==> src/rtl/ov7670_pkg.sv <==
// Shared definitions for the OV7670 capture path and the VGA frame-buffer reader.
//   cap_state_t : capture FSM states
//   FB_DEPTH    : frame-buffer depth in pixels (640x480)
//   FB_AW       : frame-buffer address width
//   GREY_W      : stored grey value width
//   grey_of()   : luma byte -> stored grey value
package ov7670_pkg;

  typedef enum logic [1:0] {
    WAIT_SYNC = 2'd0,
    SYNC      = 2'd1,
    ACTIVE    = 2'd2
  } cap_state_t;

  localparam int FB_DEPTH = 640 * 480;
  localparam int FB_AW    = 19;
  localparam int GREY_W   = 4;

  // Grey reduction keeps only the top bits of the luma byte.
  function automatic logic [GREY_W-1:0] grey_of(input logic [7:0] y);
    return y[7 -: GREY_W];
  endfunction

endpackage

==> src/rtl/ov7670_capture.sv <==
// OV7670 DVP capture: samples VSYNC/HREF/D[7:0] (YUV422), keeps the luma byte
// of each pixel reduced to 4-bit grey, and writes it linearly (row-major) into
// the frame buffer read by the VGA block.
// Ports:
//   clk24       in   camera PCLK, all logic on the rising edge
//   rst         in   asynchronous active-high reset
//   cam_vsync   in   camera VSYNC
//   cam_href    in   camera HREF, high while line bytes are valid
//   cam_data    in   camera pixel byte
//   frame_we    out  one-cycle write strobe per pixel
//   frame_addr  out  frame-buffer write address
//   frame_pixel out  grey value (Y[7:4])
//   frame_done  out  one-cycle pulse when a frame has been written
//   line_err    out  sticky bad-line-length flag, cleared at frame start
module ov7670_capture
  import ov7670_pkg::*;
#(
  parameter int   hRez         = 640,
  parameter int   vRez         = 480,
  parameter logic Y_FIRST      = 1'b1,
  parameter logic vsync_active = 1'b1
) (
  input  logic              clk24,
  input  logic              rst,
  input  logic              cam_vsync,
  input  logic              cam_href,
  input  logic [7:0]        cam_data,
  output logic              frame_we,
  output logic [FB_AW-1:0]  frame_addr,
  output logic [GREY_W-1:0] frame_pixel,
  output logic              frame_done,
  output logic              line_err
);

  localparam logic [10:0]      LINE_BYTES = 11'(2 * hRez);
  localparam logic [9:0]       LINE_LIMIT = 10'(vRez);
  localparam logic [FB_AW-1:0] PIX_LIMIT  = FB_AW'(hRez * vRez);

  cap_state_t state, next_state;

  logic              d_vsync, d_href, href_q;
  logic [7:0]        d_data;
  logic              phase;
  logic [GREY_W-1:0] y_grey;
  logic              pix_pend;
  logic              done_q;
  logic [FB_AW-1:0]  address;
  logic [10:0]       byte_cnt;
  logic [9:0]        line_cnt;

  logic vsync_hit, href_rise, href_fall;
  logic phase_now, take_byte, pix_done, y_take, done_req;

  assign vsync_hit = (d_vsync == vsync_active);
  assign href_rise = d_href & ~href_q;
  assign href_fall = ~d_href & href_q;

  // A new line always starts on byte phase 0, so a stray odd byte left over
  // from the previous line is simply dropped.
  assign phase_now = href_rise ? 1'b0 : phase;
  assign take_byte = (state == ACTIVE) && !vsync_hit && d_href && (line_cnt < LINE_LIMIT);
  assign pix_done  = take_byte && phase_now;
  assign y_take    = take_byte && (phase_now != Y_FIRST);

  always_ff @(posedge clk24 or posedge rst) begin
    if (rst) begin
      state <= WAIT_SYNC;
    end else begin
      state <= next_state;
    end
  end

  // Frame sequencing: wait for a full VSYNC pulse before trusting the bus,
  // so a frame already in flight at reset is never written.
  always_comb begin
    next_state = state;
    done_req   = 1'b0;
    case (state)
      WAIT_SYNC: if (vsync_hit) next_state = SYNC;
      SYNC:      if (!vsync_hit) next_state = ACTIVE;
      ACTIVE: begin
        if (vsync_hit) begin
          next_state = SYNC;
          done_req   = 1'b1;
        end
      end
      default:   next_state = WAIT_SYNC;
    endcase
  end

  // Datapath: input register, pixel assembly, write port and line checks.
  // frame_done is delayed one cycle behind the end-of-frame decision so that
  // a write still in flight at that moment always precedes the pulse.
  always_ff @(posedge clk24 or posedge rst) begin
    if (rst) begin
      d_vsync     <= 1'b0;
      d_href      <= 1'b0;
      d_data      <= '0;
      href_q      <= 1'b0;
      phase       <= 1'b0;
      y_grey      <= '0;
      pix_pend    <= 1'b0;
      done_q      <= 1'b0;
      address     <= '0;
      byte_cnt    <= '0;
      line_cnt    <= '0;
      frame_we    <= 1'b0;
      frame_addr  <= '0;
      frame_pixel <= '0;
      frame_done  <= 1'b0;
      line_err    <= 1'b0;
    end else begin
      d_vsync    <= cam_vsync;
      d_href     <= cam_href;
      d_data     <= cam_data;
      href_q     <= d_href;
      done_q     <= done_req;
      frame_done <= done_q;
      pix_pend   <= pix_done;

      if (y_take) y_grey <= grey_of(d_data);
      if (take_byte) phase <= ~phase_now;

      frame_we <= 1'b0;
      if (pix_pend && (address < PIX_LIMIT)) begin
        frame_we    <= 1'b1;
        frame_addr  <= address;
        frame_pixel <= y_grey;
        address     <= address + 1'b1;
      end

      if (href_rise) begin
        byte_cnt <= 11'd1;
      end else if (d_href && (byte_cnt != '1)) begin
        byte_cnt <= byte_cnt + 1'b1;
      end

      if (state == SYNC) begin
        address  <= '0;
        line_cnt <= '0;
        line_err <= 1'b0;
        phase    <= 1'b0;
      end else if ((state == ACTIVE) && href_fall) begin
        if (byte_cnt != LINE_BYTES) line_err <= 1'b1;
        if (line_cnt < LINE_LIMIT) line_cnt <= line_cnt + 1'b1;
      end
    end
  end

endmodule
==> config.mk <==
export PLATFORM = sky130hd
export DESIGN_NAME = ov7670_capture
export DESIGN_NICKNAME = d
export VERILOG_FILES = /design/src/rtl/ov7670_pkg.sv /design/src/rtl/ov7670_capture.sv
export SDC_FILE = /design/constraint.sdc
export NUM_CORES = 1
export LEC_CHECK = 0
export CAP_MARGIN = 20
export CORE_MARGIN = 3
export CORE_UTILIZATION = 24
export DETAILED_ROUTE_END_ITERATION = 12
export GPL_TIMING_DRIVEN = 0
export PLACE_DENSITY = 0.47
export SYNTH_ARGS = -nofsm -noshare
export SYNTH_HDL_FRONTEND = slang
export SYNTH_SLANG_ARGS = --single-unit
==> constraint.sdc <==
create_clock -name clk24 -period 3.3 [get_ports clk24]
set_input_delay 0.66 -clock clk24 [delete_from_list [all_inputs] [get_ports clk24]]
set_output_delay 0.66 -clock clk24 [all_outputs]
set_load 0.02 [all_outputs]
Yosys cells after proc, flatten, opt, wreduce, memory -nomap -nowiden
Cells that the tools add are included.
{"block": "classes", "n_addsub": 3, "n_lt_le_gt_ge": 2, "eq_ne": 6, "n_mux": 19, "bitwise": 5, "n_reduce_logical": 20}
{"op": "two-way mux 19 bit", "count": 2}
{"op": "two-way mux 10 bit", "count": 3}
{"op": "two-way mux 11 bit", "count": 2}
{"op": "inequality test 11 bit (second input constant)", "count": 2}
{"op": "adder 19 x 1 -> 19 bit (second input constant)", "count": 1}
{"op": "< comparator 19 bit (second input constant)", "count": 1}
{"op": "nonzero test 2 bit", "count": 6}
{"op": "adder 11 x 1 -> 11 bit (second input constant)", "count": 1}
{"op": "adder 10 x 1 -> 10 bit (second input constant)", "count": 1}
{"op": "< comparator 10 x 9 -> 1 bit (second input constant)", "count": 1}
{"op": "two-way mux 1 bit", "count": 9}
{"op": "logical AND 1 bit", "count": 8}
{"op": "AND reduction 2 bit", "count": 3}
{"op": "two-way mux 2 bit", "count": 2}
{"op": "case mux 2 bit (2 select lines)", "count": 1}
{"op": "NOT 1 bit", "count": 3}
{"op": "bitwise AND 1 bit", "count": 2}
{"op": "== test 2 x 1 -> 1 bit (second input constant)", "count": 1}
{"op": "== test 2 bit (second input constant)", "count": 1}
{"op": "zero test 2 bit", "count": 1}
{"op": "inequality test 2 x 1 -> 1 bit (second input constant)", "count": 1}
{"op": "inequality test 2 bit (second input constant)", "count": 1}
{"op": "OR reduction 2 bit", "count": 1}
{"op": "zero test 1 bit", "count": 1}
{"block": "word_totals", "regBits": 86, "input_bits": 12, "out_inout_bits": 26, "wordCells": 72}

Logic depth before layout (Yosys ltp)
{"block": "depth", "word_depth": 6, "depth_mapped": 7}

Worst setup path before layout
No wires, ideal clock.
{"block": "synth_timing", "kind": "register to register", "startpoint": "register line_cnt[5]", "endpoint": "register y_grey[0]", "setup_ps": 125, "t_arrival_ps": 1657, "required_time_ps": 3175, "setup_slack_ps": 1518, "path_stages_with_launch": 5, "path_buffers": 0, "cell_sequence": "dfrtp_1 -> a41o_2 -> or4_4 -> a21oi_4 -> mux2_2"}
{"block": "synth_between", "elab_chain_cells": 3}
{"item": "start: declaration", "line": "ov7670_capture.sv:49", "text": "logic [9:0] line_cnt;"}
{"item": "start signal: assignment", "line": "ov7670_capture.sv:145", "text": "if (line_cnt < LINE_LIMIT) line_cnt <= line_cnt + 1'b1;"}
{"item": "< comparator 10 x 9 -> 1 bit", "line": "ov7670_capture.sv:61", "text": "assign take_byte = (state == ACTIVE) && !vsync_hit && d_href && (line_cnt < LINE_LIMIT);"}
{"item": "logical AND 1 bit", "line": "ov7670_capture.sv:61"}
{"item": "logical AND 1 bit", "line": "ov7670_capture.sv:63", "text": "assign y_take = take_byte && (phase_now != Y_FIRST);"}
{"item": "end signal: assignment", "line": "ov7670_capture.sv:121", "text": "if (y_take) y_grey <= grey_of(d_data);"}
{"item": "end: declaration", "line": "ov7670_capture.sv:44", "text": "logic [GREY_W-1:0] y_grey;"}
Every way passes these cells.
A chain may end at the register's enable or synchronous reset.

Worst setup path in the final report
{"block": "layout_timing", "startpoint": "register state[1]", "endpoint": "register address[0]"}
{"block": "layout_between", "elab_chain_cells": 2, "word_cells_on_any_way": 3, "cone_classes": "1 x eq/ne; 1 x mux; 1 x reduce/logical"}
{"item": "start: declaration", "line": "ov7670_capture.sv:39", "text": "cap_state_t state, next_state;"}
{"item": "start signal: assignment", "line": "ov7670_capture.sv:69", "text": "state <= next_state;"}
{"item": "== test 2 x 1 -> 1 bit (*)", "line": "ov7670_capture.sv:138", "text": "if (state == SYNC) begin"}
{"item": "two-way mux 19 bit or nonzero test 2 bit (tied branches)"}
{"item": "end signal: assignment", "line": "ov7670_capture.sv:129", "text": "address <= address + 1'b1;"}
{"item": "end: declaration", "line": "ov7670_capture.sv:47", "text": "logic [FB_AW-1:0] address;"}
Every way passes the cells marked *; elsewhere a longest branch is shown, timed or not.

==> reports/metrics.cfg <==
[synthesis]
synth_area_mm2=0.00369
ys_seq_elements=82
async_flop_share=1.00
synth_cell_types=48
yosysWarnings=0
synth_cells=373
synth.largest_area_cell=dfrtp_1
synth_top_area_share=0.556
syn_nets=389
synth-main-ff-cell=dfrtp_1
synth-edff-count=0
synth_area_leaders=dfrtp_1 56%, nand2_1 9.2%, a21oi_1 2.7%
syn_avg_cell_area_um2=9.89
synth-seq-area-share=0.556

[final_layout]
drive_above_1_share=0.0922
fillCellCount=1523
multiInputGateArea_mm2=0.00154
nNetsFinal=434
area_growth_pct=25.0
final_cells=607
final_area_mm2=0.00461
diodes=0
regArea_mm2=0.00205

[sta]
hold_viol=0
layout_setup_ws_ns=1.28
min_period_over_period=0.614
relSlewSlack=0.580
min_period_ns=2.02
finalSetupViolCount=0
timing.setup.tns_ns=0
finalClockSkew_ns=0.00622
rsz0062_at_grt=false
fmax_mhz=494
slew_viol_final=0
worstMarginPinSlew_ns=0.627

[clocking]
max-clock-path-buffers=2
cts_tree=done
cts-resized-gates=0
post_cts_buffers=0
cts_buffers=9
insertion_delay_ns=0.34
clkTransAtPathRegs_ns=0.06
clock_sinks=82
htreeDepth=3
root_buffer=clkbuf_16
cts_hold_buf=0

[worst_setup_path]
startpoint=state[1]$_DFFE_PP0P_
worst-setup-path-type=reg -> reg
worstSetupEndpointType=register
worstReg2RegStart=state[1]$_DFFE_PP0P_
required_ns=3.50
crit_fanout=10
crit_path_start_kind=register
critPathArrivalTime_ns=2.23

[floorplan]
die_w_um=130
pin_count=38
die_area_mm2=0.0169
fp-row-count=44
coreArea_mm2=0.0148
start_util=0.249
die_h_um=130

[routing]
drt-pass1-iter-count=5
drc_errors=0
avgViaCountPerCell=4.70
vias=2851
wl_per_cell_um=13.6
ant_nets=0
wirelength_mm=8.25
drt_iter0_drc=125

[outcome]
status=finished, final reports clean

[power]
power_switching_uw=488
power.total_uw=2280
switching_share=0.214
vdd_drop_max_uv=255
power.share.sequential=0.466
p_leak_uw=0.00206
power_frac_comb=0.054
p_per_area_mw_per_mm2=495
internal_power_uw=1800
p_clk_frac=0.479

[global_route]
grt_max_degree=70
antenna_found_initial=0
grt_usage=0.105
grt_pass1_wl_mm=13.9
grt_pass1_vias=2768
grt_overflow_total=0

[place]
finalWeightedCongestion=0.809
placedCellCount=591
numPortBuffers=33
dp_slack_ns=1.21
place_area_mm2=0.00428
hpwl_mm=5.72

[hold_path]
hold_path_startpoint=done_q$_DFF_PP0_
hold_class=reg -> reg

[run]
maxCapViolations=0

flip-flops by register name (all words and copies together) (netlist names):
signal / cells
address: 19
frame_addr: 19
byte_cnt: 11
line_cnt: 10
d_data: 4
frame_pixel: 4
y_grey: 4
state: 2
d_href: 1
d_vsync: 1
done_q: 1
frame_done: 1
frame_we: 1
href_q: 1
line_err: 1
phase: 1
pix_pend: 1
metal layers:
layer,vias to the layer above,part of all wire,global-route usage
met3,9,0.046,0.0372
met5,-,0,0
met1,1377,0.47,0.135
met4,0,0.016,0.0318
met2,55,0.46,0.166
li1,1410,-,-
worst max-delay path, cell delays in order, from the launching register on:
cell,delay [ns]
dfrtp_1,0.44
nor2b_1,0.31
clkbuf_1,0.49
clkbuf_1,0.53
nor2_1,0.11
cells by family (layout without fill, tap and decap cells):
kind of cell / after synthesis / count (layout) / share of synthesized area
AO/OA/AOI/OAI: 59 / 59 / 0.109
XOR/XNOR: 8 / 8 / 0.0190
adder cells (fa/ha/maj): 4 / 4 / 0.0136
buffers and inverters: 24 / 74 / 0.0261
flip-flops: 82 / 82 / 0.556
multiplexers: 12 / 12 / 0.0346
AND/OR/NAND/NOR: 184 / 184 / 0.242
metrics by stage:
stage | hold slack, ns | util
final | 0.353 | 0.311
after global routing | 0.379 | 0.311
after CTS | 0.357 | 0.311
after detailed placement | 0.342 | 0.289
after global placement | 0.342 | 0.287
after floorplan | 0.331 | -
power groups by stage:
| stage | clock network (uW) | logic (uW) | registers (uW) |
|---|---|---|---|
| after detailed placement | 0 | 129 | 1080 |
| after global routing | 1170 | 140 | 1070 |
| after global placement | 0 | 120 | 1080 |
| after floorplan | 0 | 77.4 | 1080 |
| final | 1090 | 124 | 1070 |
| after CTS | 1140 | 129 | 1060 |
worst paths after layout:
| kind | endpoint | slack (ns) | depth (start not counted) |
|---|---|---|---|
| setup / recovery | address[0]$_DFFE_PP0P_ | 1.28 | 4 |
| hold / removal | frame_done$_DFF_PP0_ | 0.35 | 0 |
| setup reg to reg | address[0]$_DFFE_PP0P_ | 1.28 | 4 |
| hold reg to reg | frame_done$_DFF_PP0_ | 0.35 | 0 |
| max in group asynchronous | frame_addr[13]$_DFFE_PP0P_ | 2.12 | 3 |
| min in group asynchronous | byte_cnt[2]$_DFFE_PP0P_ | 0.59 | 2 |
cells in the mapped netlist (7+ instances only):
library cell  number
nand2_1           90
a21oi_1           20
dfrtp_1           82
clkbuf_1           8
nand4_1           12
and3_1             7
or4_1              8
nor2_1            22
inv_1              9
xnor2_1            7
nand3_1            9
nor4_1             8
final cells by class:
cell class	instances	share of cell area
Sequential cell	82	0.445
Inverter	10	0.00868
Clock buffer	12	0.0556
Buffer	14	0.0128
Tap cell	184	0.0499
Timing Repair Buffer	34	0.0776
Clock inverter	4	0.0160
Multi-Input combinational cell	267	0.334
placed cells by master (no fill, tap or decap), types with 3 or more instances in the layout:
cell type / count
o21ai_0: 6
nand4_1: 12
or3_1: 3
nand2_1: 90
nor4_1: 8
buf_2: 5
o31ai_1: 6
nand2b_1: 6
mux2_2: 6
clkbuf_1: 9
o211ai_1: 3
clkdlybuf4s50_1: 33
inv_1: 8
or4_1: 8
a21oi_1: 20
o21a_1: 3
and3_1: 7
xnor2_1: 7
nand3_1: 9
clkbuf_16: 9
nor3_1: 5
a31o_2: 3
ha_1: 4
nor2_1: 22
mux2i_1: 6
and2_1: 5
a31oi_1: 4
dfrtp_1: 82
No activity file was read; power rests on OpenSTA's default activity.
